### src/rtl/hazard_stall_controller_if.sv
// Pipeline-to-hazard-controller bundle: decode/execute/memory hazard inputs
// plus the stall/flush controls and the mul/div start/abort handshake.
interface hazard_stall_controller_if;
    logic [4:0] dec_rs;
    logic [4:0] dec_rt;
    logic       dec_use_rs;
    logic       dec_use_rt;
    logic       dec_read_hilo;
    logic       dec_muldiv;
    logic       dec_is_div;
    logic [4:0] ex_dest_reg;
    logic       ex_write_reg;
    logic       ex_load;
    logic       mem_exception;

    logic       stall_fetch;
    logic       stall_decode;
    logic       bubble_execute;
    logic       flush_all;
    logic       md_start;
    logic       md_is_div;
    logic       md_abort;
    logic       md_busy;

    // The pipeline drives the hazard sources and consumes the controls.
    modport master (
        output dec_rs, dec_rt, dec_use_rs, dec_use_rt, dec_read_hilo,
               dec_muldiv, dec_is_div, ex_dest_reg, ex_write_reg, ex_load,
               mem_exception,
        input  stall_fetch, stall_decode, bubble_execute, flush_all,
               md_start, md_is_div, md_abort, md_busy
    );

    modport slave (
        input  dec_rs, dec_rt, dec_use_rs, dec_use_rt, dec_read_hilo,
               dec_muldiv, dec_is_div, ex_dest_reg, ex_write_reg, ex_load,
               mem_exception,
        output stall_fetch, stall_decode, bubble_execute, flush_all,
               md_start, md_is_div, md_abort, md_busy
    );
endinterface

### src/rtl/hazard_stall_controller.sv
// Detects load-use and mul/div-busy hazards, drives stall/bubble/flush, and
// sequences the multi-cycle mul/div unit including exception aborts.
module hazard_stall_controller #(
    parameter int MUL_LATENCY = 4,
    parameter int DIV_LATENCY = 32,
    parameter int CNT_W       = 6
) (
    input  logic                       clk,
    input  logic                       reset,
    hazard_stall_controller_if.slave   bus
);
    typedef enum logic {IDLE, BUSY} state_t;

    localparam logic [CNT_W-1:0] MUL_LOAD = CNT_W'(MUL_LATENCY - 1);
    localparam logic [CNT_W-1:0] DIV_LOAD = CNT_W'(DIV_LATENCY - 1);
    localparam logic [CNT_W-1:0] CNT_ONE  = CNT_W'(1);

    state_t           state, state_nxt;
    logic [CNT_W-1:0] cnt, cnt_nxt;
    logic [1:0]       age, age_nxt;
    logic             reset_q;
    logic             hold;
    logic             busy;
    logic             load_use;
    logic             md_hazard;

    // Outputs stay quiet during reset and the cycle right after it.
    assign hold = reset | reset_q;
    assign busy = !hold && (state == BUSY);

    assign load_use = bus.ex_load && bus.ex_write_reg && (bus.ex_dest_reg != 5'd0) &&
                      ((bus.dec_use_rs && (bus.dec_rs == bus.ex_dest_reg)) ||
                       (bus.dec_use_rt && (bus.dec_rt == bus.ex_dest_reg)));

    assign md_hazard = busy && (bus.dec_read_hilo || bus.dec_muldiv);

    // NOTE: sequential state uses non-blocking assignments so every register
    // samples the pre-edge values, independent of statement order.
    always_ff @(posedge clk) begin
        reset_q <= reset;
        if (reset) begin
            state <= IDLE;
            cnt   <= '0;
            age   <= '0;
        end else begin
            state <= state_nxt;
            cnt   <= cnt_nxt;
            age   <= age_nxt;
        end
    end

    always_comb begin
        // NOTE: every signal written here gets a default first, so no path
        // leaves one unassigned and no latch is inferred.
        state_nxt          = state;
        cnt_nxt            = cnt;
        age_nxt            = age;
        bus.stall_fetch    = 1'b0;
        bus.stall_decode   = 1'b0;
        bus.bubble_execute = 1'b0;
        bus.flush_all      = 1'b0;
        bus.md_start       = 1'b0;
        bus.md_is_div      = 1'b0;
        bus.md_abort       = 1'b0;
        bus.md_busy        = 1'b0;

        if (!hold) begin
            if (bus.mem_exception) begin
                bus.flush_all = 1'b1;
            end else if (md_hazard || load_use) begin
                bus.stall_fetch    = 1'b1;
                bus.stall_decode   = 1'b1;
                bus.bubble_execute = 1'b1;
            end

            case (state)
                IDLE: begin
                    if (bus.dec_muldiv && !load_use && !bus.mem_exception) begin
                        bus.md_start  = 1'b1;
                        bus.md_is_div = bus.dec_is_div;
                        cnt_nxt       = bus.dec_is_div ? DIV_LOAD : MUL_LOAD;
                        age_nxt       = 2'd0;
                        state_nxt     = BUSY;
                    end
                end
                BUSY: begin
                    bus.md_busy = 1'b1;
                    // Age 0/1: the mul/div is in execute or memory, so it is
                    // not older than the faulting instruction and must die.
                    if (bus.mem_exception && (age <= 2'd1)) begin
                        bus.md_abort = 1'b1;
                        cnt_nxt      = '0;
                        age_nxt      = 2'd0;
                        state_nxt    = IDLE;
                    end else begin
                        age_nxt = (age == 2'd3) ? age : age + 2'd1;
                        if (cnt == '0) begin
                            state_nxt = IDLE;
                        end else begin
                            cnt_nxt = cnt - CNT_ONE;
                        end
                    end
                end
                default: state_nxt = IDLE;
            endcase
        end
    end
endmodule

### src/flat_wrapper.sv
// flat-port wrapper written by rule: the top's interface ports become plain ports
module hazard_stall_controller_flat 
#(
    parameter int MUL_LATENCY = 4,
    parameter int DIV_LATENCY = 32,
    parameter int CNT_W       = 6
)
  (clk, reset, bus_dec_rs, bus_dec_rt, bus_dec_use_rs, bus_dec_use_rt, bus_dec_read_hilo, bus_dec_muldiv, bus_dec_is_div, bus_ex_dest_reg, bus_ex_write_reg, bus_ex_load, bus_mem_exception, bus_stall_fetch, bus_stall_decode, bus_bubble_execute, bus_flush_all, bus_md_start, bus_md_is_div, bus_md_abort, bus_md_busy);
  hazard_stall_controller_if bus_i ();
  input  logic clk;
  input  logic reset;
  input wire logic [$bits(bus_i.dec_rs)-1:0] bus_dec_rs;
  input wire logic [$bits(bus_i.dec_rt)-1:0] bus_dec_rt;
  input wire logic [$bits(bus_i.dec_use_rs)-1:0] bus_dec_use_rs;
  input wire logic [$bits(bus_i.dec_use_rt)-1:0] bus_dec_use_rt;
  input wire logic [$bits(bus_i.dec_read_hilo)-1:0] bus_dec_read_hilo;
  input wire logic [$bits(bus_i.dec_muldiv)-1:0] bus_dec_muldiv;
  input wire logic [$bits(bus_i.dec_is_div)-1:0] bus_dec_is_div;
  input wire logic [$bits(bus_i.ex_dest_reg)-1:0] bus_ex_dest_reg;
  input wire logic [$bits(bus_i.ex_write_reg)-1:0] bus_ex_write_reg;
  input wire logic [$bits(bus_i.ex_load)-1:0] bus_ex_load;
  input wire logic [$bits(bus_i.mem_exception)-1:0] bus_mem_exception;
  output wire logic [$bits(bus_i.stall_fetch)-1:0] bus_stall_fetch;
  output wire logic [$bits(bus_i.stall_decode)-1:0] bus_stall_decode;
  output wire logic [$bits(bus_i.bubble_execute)-1:0] bus_bubble_execute;
  output wire logic [$bits(bus_i.flush_all)-1:0] bus_flush_all;
  output wire logic [$bits(bus_i.md_start)-1:0] bus_md_start;
  output wire logic [$bits(bus_i.md_is_div)-1:0] bus_md_is_div;
  output wire logic [$bits(bus_i.md_abort)-1:0] bus_md_abort;
  output wire logic [$bits(bus_i.md_busy)-1:0] bus_md_busy;
  assign bus_i.dec_rs = bus_dec_rs;
  assign bus_i.dec_rt = bus_dec_rt;
  assign bus_i.dec_use_rs = bus_dec_use_rs;
  assign bus_i.dec_use_rt = bus_dec_use_rt;
  assign bus_i.dec_read_hilo = bus_dec_read_hilo;
  assign bus_i.dec_muldiv = bus_dec_muldiv;
  assign bus_i.dec_is_div = bus_dec_is_div;
  assign bus_i.ex_dest_reg = bus_ex_dest_reg;
  assign bus_i.ex_write_reg = bus_ex_write_reg;
  assign bus_i.ex_load = bus_ex_load;
  assign bus_i.mem_exception = bus_mem_exception;
  assign bus_stall_fetch = bus_i.stall_fetch;
  assign bus_stall_decode = bus_i.stall_decode;
  assign bus_bubble_execute = bus_i.bubble_execute;
  assign bus_flush_all = bus_i.flush_all;
  assign bus_md_start = bus_i.md_start;
  assign bus_md_is_div = bus_i.md_is_div;
  assign bus_md_abort = bus_i.md_abort;
  assign bus_md_busy = bus_i.md_busy;
  hazard_stall_controller #(.MUL_LATENCY(MUL_LATENCY), .DIV_LATENCY(DIV_LATENCY), .CNT_W(CNT_W)) u_core (.clk(clk), .reset(reset), .bus(bus_i));
endmodule
### config.mk
export PLATFORM = sky130hd
export DESIGN_NAME = hazard_stall_controller_flat
export DESIGN_NICKNAME = d
export VERILOG_FILES = /design/src/rtl/hazard_stall_controller_if.sv /design/src/rtl/hazard_stall_controller.sv /design/src/flat_wrapper.sv
export SDC_FILE = /design/constraint.sdc
export NUM_CORES = 1
export LEC_CHECK = 0
export ABC_AREA = 1
export CORE_MARGIN = 5
export CORE_UTILIZATION = 29
export DETAILED_ROUTE_END_ITERATION = 6
export GPL_TIMING_DRIVEN = 0
export PLACE_DENSITY = 0.7
export SYNTH_ARGS = -nofsm -noshare
export SYNTH_HDL_FRONTEND = slang
export SYNTH_SLANG_ARGS = --single-unit
### constraint.sdc
create_clock -name clk -period 1.5 [get_ports clk]
set_clock_uncertainty 0.15 [all_clocks]
set_input_delay 0.3 -clock clk [delete_from_list [all_inputs] [get_ports clk]]
set_output_delay 0.3 -clock clk [all_outputs]
set_load 0.02 [all_outputs]
==> reports/results.md <==
* **status** finished, violations left
* **violations in the final reports** negative setup slack
* **number of warning messages in the yosys log** 0
* **number of cell instances on the worst register-to-register path** 8
* **top post-synthesis cells by area** sky130_fd_sc_hd__dfxtp_1 22%, sky130_fd_sc_hd__nand2_1 18%, sky130_fd_sc_hd__nor2_1 11%
* **TritonCTS buffer count** 3
* **RR Endpoint** u_core.cnt[5]
* **setup repair after global routing missed its margin** yes
* **register area share after synthesis** 0.222
* **worst setup path endpoint** bus_stall_decode
* **via count of the routed design** 1,096
* **height of the die** 65.7 um
* **min setup slack post-route** -0.337 ns
* **dominant combinational cell family by area after synthesis** simple AND/OR/NAND/NOR gates
* **global router's overall resource usage** 0.118
* **Hold WS** 0.0558 ns
* **last weighted congestion value of the routability-driven placer** 0.805
* **Critical Path Start** bus_dec_read_hilo
* **cell-internal power** 0.509 mW
* **number of endpoints failing setup at the final stage** 14
* **switching power summed over all nets** 0.263 mW
* **Core Rows** 20
* **portion of netlist area occupied by mux cells** 0
* **share of total power consumed by net switching** 0.341
* **proportion of synthesized flip-flops having asynchronous set or reset** 0
* **Slew HR** 0.841
* **Synth Area in Adders** 0.0556
* **average instance area after synthesis** 5.67 um^2
* **maximum clock insertion buffer count** 2
* **Top FF cell, synth** sky130_fd_sc_hd__dfxtp_1
* **detailed-route vias per instance** 4.42
* **HPWL after DPL** 1790 um
* **total wirelength of the detailed-routed design** 2420 um
* **register-to-register setup slack** -0.14 ns
* **launching point of the worst reg2reg path** u_core.age[1]
* **via count of the first global-routing pass** 931
* **basic-gate share of the synthesized area counting and, or, nand and nor cells** 0.433
* **fraction of synthesized cell area taken by the top area cell type** 0.222
* **Overflow after GRT** 0
* **Root Driver** sky130_fd_sc_hd__clkbuf_4
* **Die Area** 0.00432 mm^2
* **antenna cells** 0
* **synthesized area** 901 um^2
* **Worst Path Max Fanout** 3
* **highest clock frequency the design can meet** 0.544 GHz
* **Max-Cap Viols** 0
* **average wire per cell in the routed design** 9.77 um
* **DRC Markers** 0
* **crit path time final** 1.84 ns
* **peak supply drop** 0.240 mV
* **Synth Area in Compound Gates** 0.114
* **startpoint-to-endpoint class of the critical path** in2out
* **final total power** 0.771 mW
* **Port Buf Inserts** 32
* **worst hold path class** in2reg
* **Leak Pwr** 0.775 nW
* **number of hold violations in the final report** 0
* **H-tree Lvls** 1
* **summed area of non-filler cells in the final layout** 0.00152 mm^2
* **number of library cell types mapped by synthesis** 23
* **DRT iter0 DRCs** 56
* **number of flops mapped to enable cells by yosys** 0
* **Req. time, crit path** 1.05 ns
* **count of TritonRoute iterations in the first routing pass** 4
* **clock share of power** 0.257
* **Layout Nets** 235
* **core region area** 0.00303 mm^2
* **Clock transition at path regs** 0.07 ns
* **Area Growth Syn to Fin** 69.2%
* **Skew-Pair Late Insertion Delay** 0.28 ns
* **cts hold-fix bufs** 0
* **final-layout setup total negative slack** -2.50 ns
* **xor/xnor share of the synthesized area** 0.0292
* **most common library cells after synthesis** 42 x sky130_fd_sc_hd__nand2_1, 26 x sky130_fd_sc_hd__nor2_1, 19 x sky130_fd_sc_hd__inv_1
* **Comb pwr share** 0.369
* **area post-placement** 0.00132 mm^2
* **share of the clock period used by the worst path after layout** 1.22
* **CTS tree** done
* **total nets after synthesis** 188
* **library cell with the largest summed area after synthesis** sky130_fd_sc_hd__dfxtp_1
* **Yosys reg bits** 10
* **share of final-layout standard cells stronger than drive strength 1** 0.417
* **transition at the pin with the smallest max-transition slack** 0.239 ns
* **nature of the critical path endpoint** output pin
* **P per Cell Area** 506 mW/mm^2
* **final-report max-slew violation count** 0
* **antenna violations before repair** 0
* **I/O pin count** 33
* **maximum number of pins on one net before global-route repair** 10
* **part of the power in registers** 0.374
* **first-pass GRT wire length** 3960 um
* **Starting Density** 0.298
* **remaining antenna violation count after routing** 0
* **data arrival time of the critical path** 1.39 ns
* **clock sink total** 10
* **post-synthesis cell count** 159
* **most used standard cell by instance count after synthesis** sky130_fd_sc_hd__nand2_1
* **critical path launch point type** primary input
* **Die X-Extent** 65.7 um
==> logic make-up (layout without fill, tap and decap cells) <==
logic type | Yosys count | after routing
AND/OR/NAND/NOR | 90 | 90
AO/OA/AOI/OAI | 19 | 19
XOR/XNOR | 3 | 3
buffers and inverters | 33 | 78
flip-flops | 10 | 10
adder cells (fa/ha/maj) | 4 | 4
==> layer usage <==
| metal | track usage | vias to the layer above | routed length, um |
|---|---|---|---|
| met5 | 0 | - | 0 |
| met4 | 0.0622 | 0 | 74 |
| met3 | 0.0308 | 7 | 122 |
| met2 | 0.189 | 26 | 1190 |
| met1 | 0.142 | 484 | 1040 |
| li1 | - | 579 | - |
==> final cells by class <==
cell class | instances | area [um^2]
clock buffers | 3 | 22.5
flip-flops and latches | 10 | 206
multi-input cells | 116 | 683
well taps | 44 | 55.1
fillers | 301 | 1500
plain buffers | 2 | 15.0
repair buffers | 42 | 405
inverters | 31 | 136
==> worst max-delay path: stages <==
cell and delay (ns):
sky130_fd_sc_hd__clkdlybuf4s50_1 0.45, sky130_fd_sc_hd__o21ai_1 0.09, sky130_fd_sc_hd__a211oi_4 0.29, sky130_fd_sc_hd__buf_4 0.15, sky130_fd_sc_hd__buf_6 0.10
==> power by group through the flow <==
stage / combinational (mW) / sequential (mW) / clock, mW
6_report: 0.285 / 0.289 / 0.198
5_1_grt: 0.317 / 0.290 / 0.221
4_1_cts: 0.254 / 0.289 / 0.204
3_5_place_dp: 0.246 / 0.294 / 0
3_3_place_gp: 0.245 / 0.294 / 0
2_1_floorplan: 0.144 / 0.292 / 0
==> worst min-delay path by stage <==
| stage | from | end | depth (start not counted) |
|---|---|---|---|
| floorplan | reset | u_core.reset_q | 0 |
| global placement | u_core.cnt[5] | u_core.cnt[5] | 2 |
| detailed placement | u_core.cnt[5] | u_core.cnt[5] | 2 |
| CTS | reset | u_core.reset_q | 1 |
| global route | reset | u_core.reset_q | 1 |
| finish | reset | u_core.reset_q | 1 |
==> sequential cells by signal, summed over array words and instances (netlist names) <==
register	cells
u_core.reset_q	1
u_core.cnt	6
u_core.state	1
u_core.age	2
==> placed cells by master, fill, tap and decap left out <==
cell type,n
sky130_fd_sc_hd__nand3_2,2
sky130_fd_sc_hd__or2_1,1
sky130_fd_sc_hd__dfxtp_2,2
sky130_fd_sc_hd__inv_12,1
sky130_fd_sc_hd__clkdlybuf4s15_1,1
sky130_fd_sc_hd__dfxtp_4,1
sky130_fd_sc_hd__nand4_1,3
sky130_fd_sc_hd__dlygate4sd2_1,5
sky130_fd_sc_hd__nor2_4,5
sky130_fd_sc_hd__clkinv_1,1
sky130_fd_sc_hd__buf_4,10
sky130_fd_sc_hd__clkdlybuf4s50_1,2
sky130_fd_sc_hd__nor2_2,5
sky130_fd_sc_hd__xnor2_1,3
sky130_fd_sc_hd__buf_12,1
sky130_fd_sc_hd__inv_2,12
sky130_fd_sc_hd__o21ai_2,1
sky130_fd_sc_hd__dfxtp_1,7
sky130_fd_sc_hd__buf_2,5
sky130_fd_sc_hd__clkbuf_2,1
sky130_fd_sc_hd__o21ai_0,4
sky130_fd_sc_hd__a31oi_1,1
sky130_fd_sc_hd__nand2_4,3
sky130_fd_sc_hd__buf_8,2
sky130_fd_sc_hd__nand2_2,7
sky130_fd_sc_hd__nand3_4,1
sky130_fd_sc_hd__a21oi_1,11
sky130_fd_sc_hd__inv_1,14
sky130_fd_sc_hd__nor2_1,18
sky130_fd_sc_hd__nand3b_1,1
sky130_fd_sc_hd__o21ai_1,1
sky130_fd_sc_hd__buf_6,17
sky130_fd_sc_hd__nand3_1,7
sky130_fd_sc_hd__ha_2,1
sky130_fd_sc_hd__a211oi_4,1
sky130_fd_sc_hd__nand2_1,36
sky130_fd_sc_hd__ha_1,3
sky130_fd_sc_hd__nor3_4,1
sky130_fd_sc_hd__inv_4,3
sky130_fd_sc_hd__clkbuf_4,3
==> stage by stage <==
stage / cells / utilization / setup WS [ns]
detailed placement: 235 / 0.435 / -1.38
finish: 248 / 0.503 / -0.337
global placement: 235 / 0.435 / -1.37
CTS: 244 / 0.462 / -0.355
floorplan: 159 / - / -0.215
global route: 248 / 0.503 / -0.432
==> what timing repair did <==
item                                    CTS  global route
pin swaps                                28            17
setup buffers                             6             4
resized for setup                       136            33
endpoints found under the setup margin   17            17
Power figures use the tool's default switching activity.
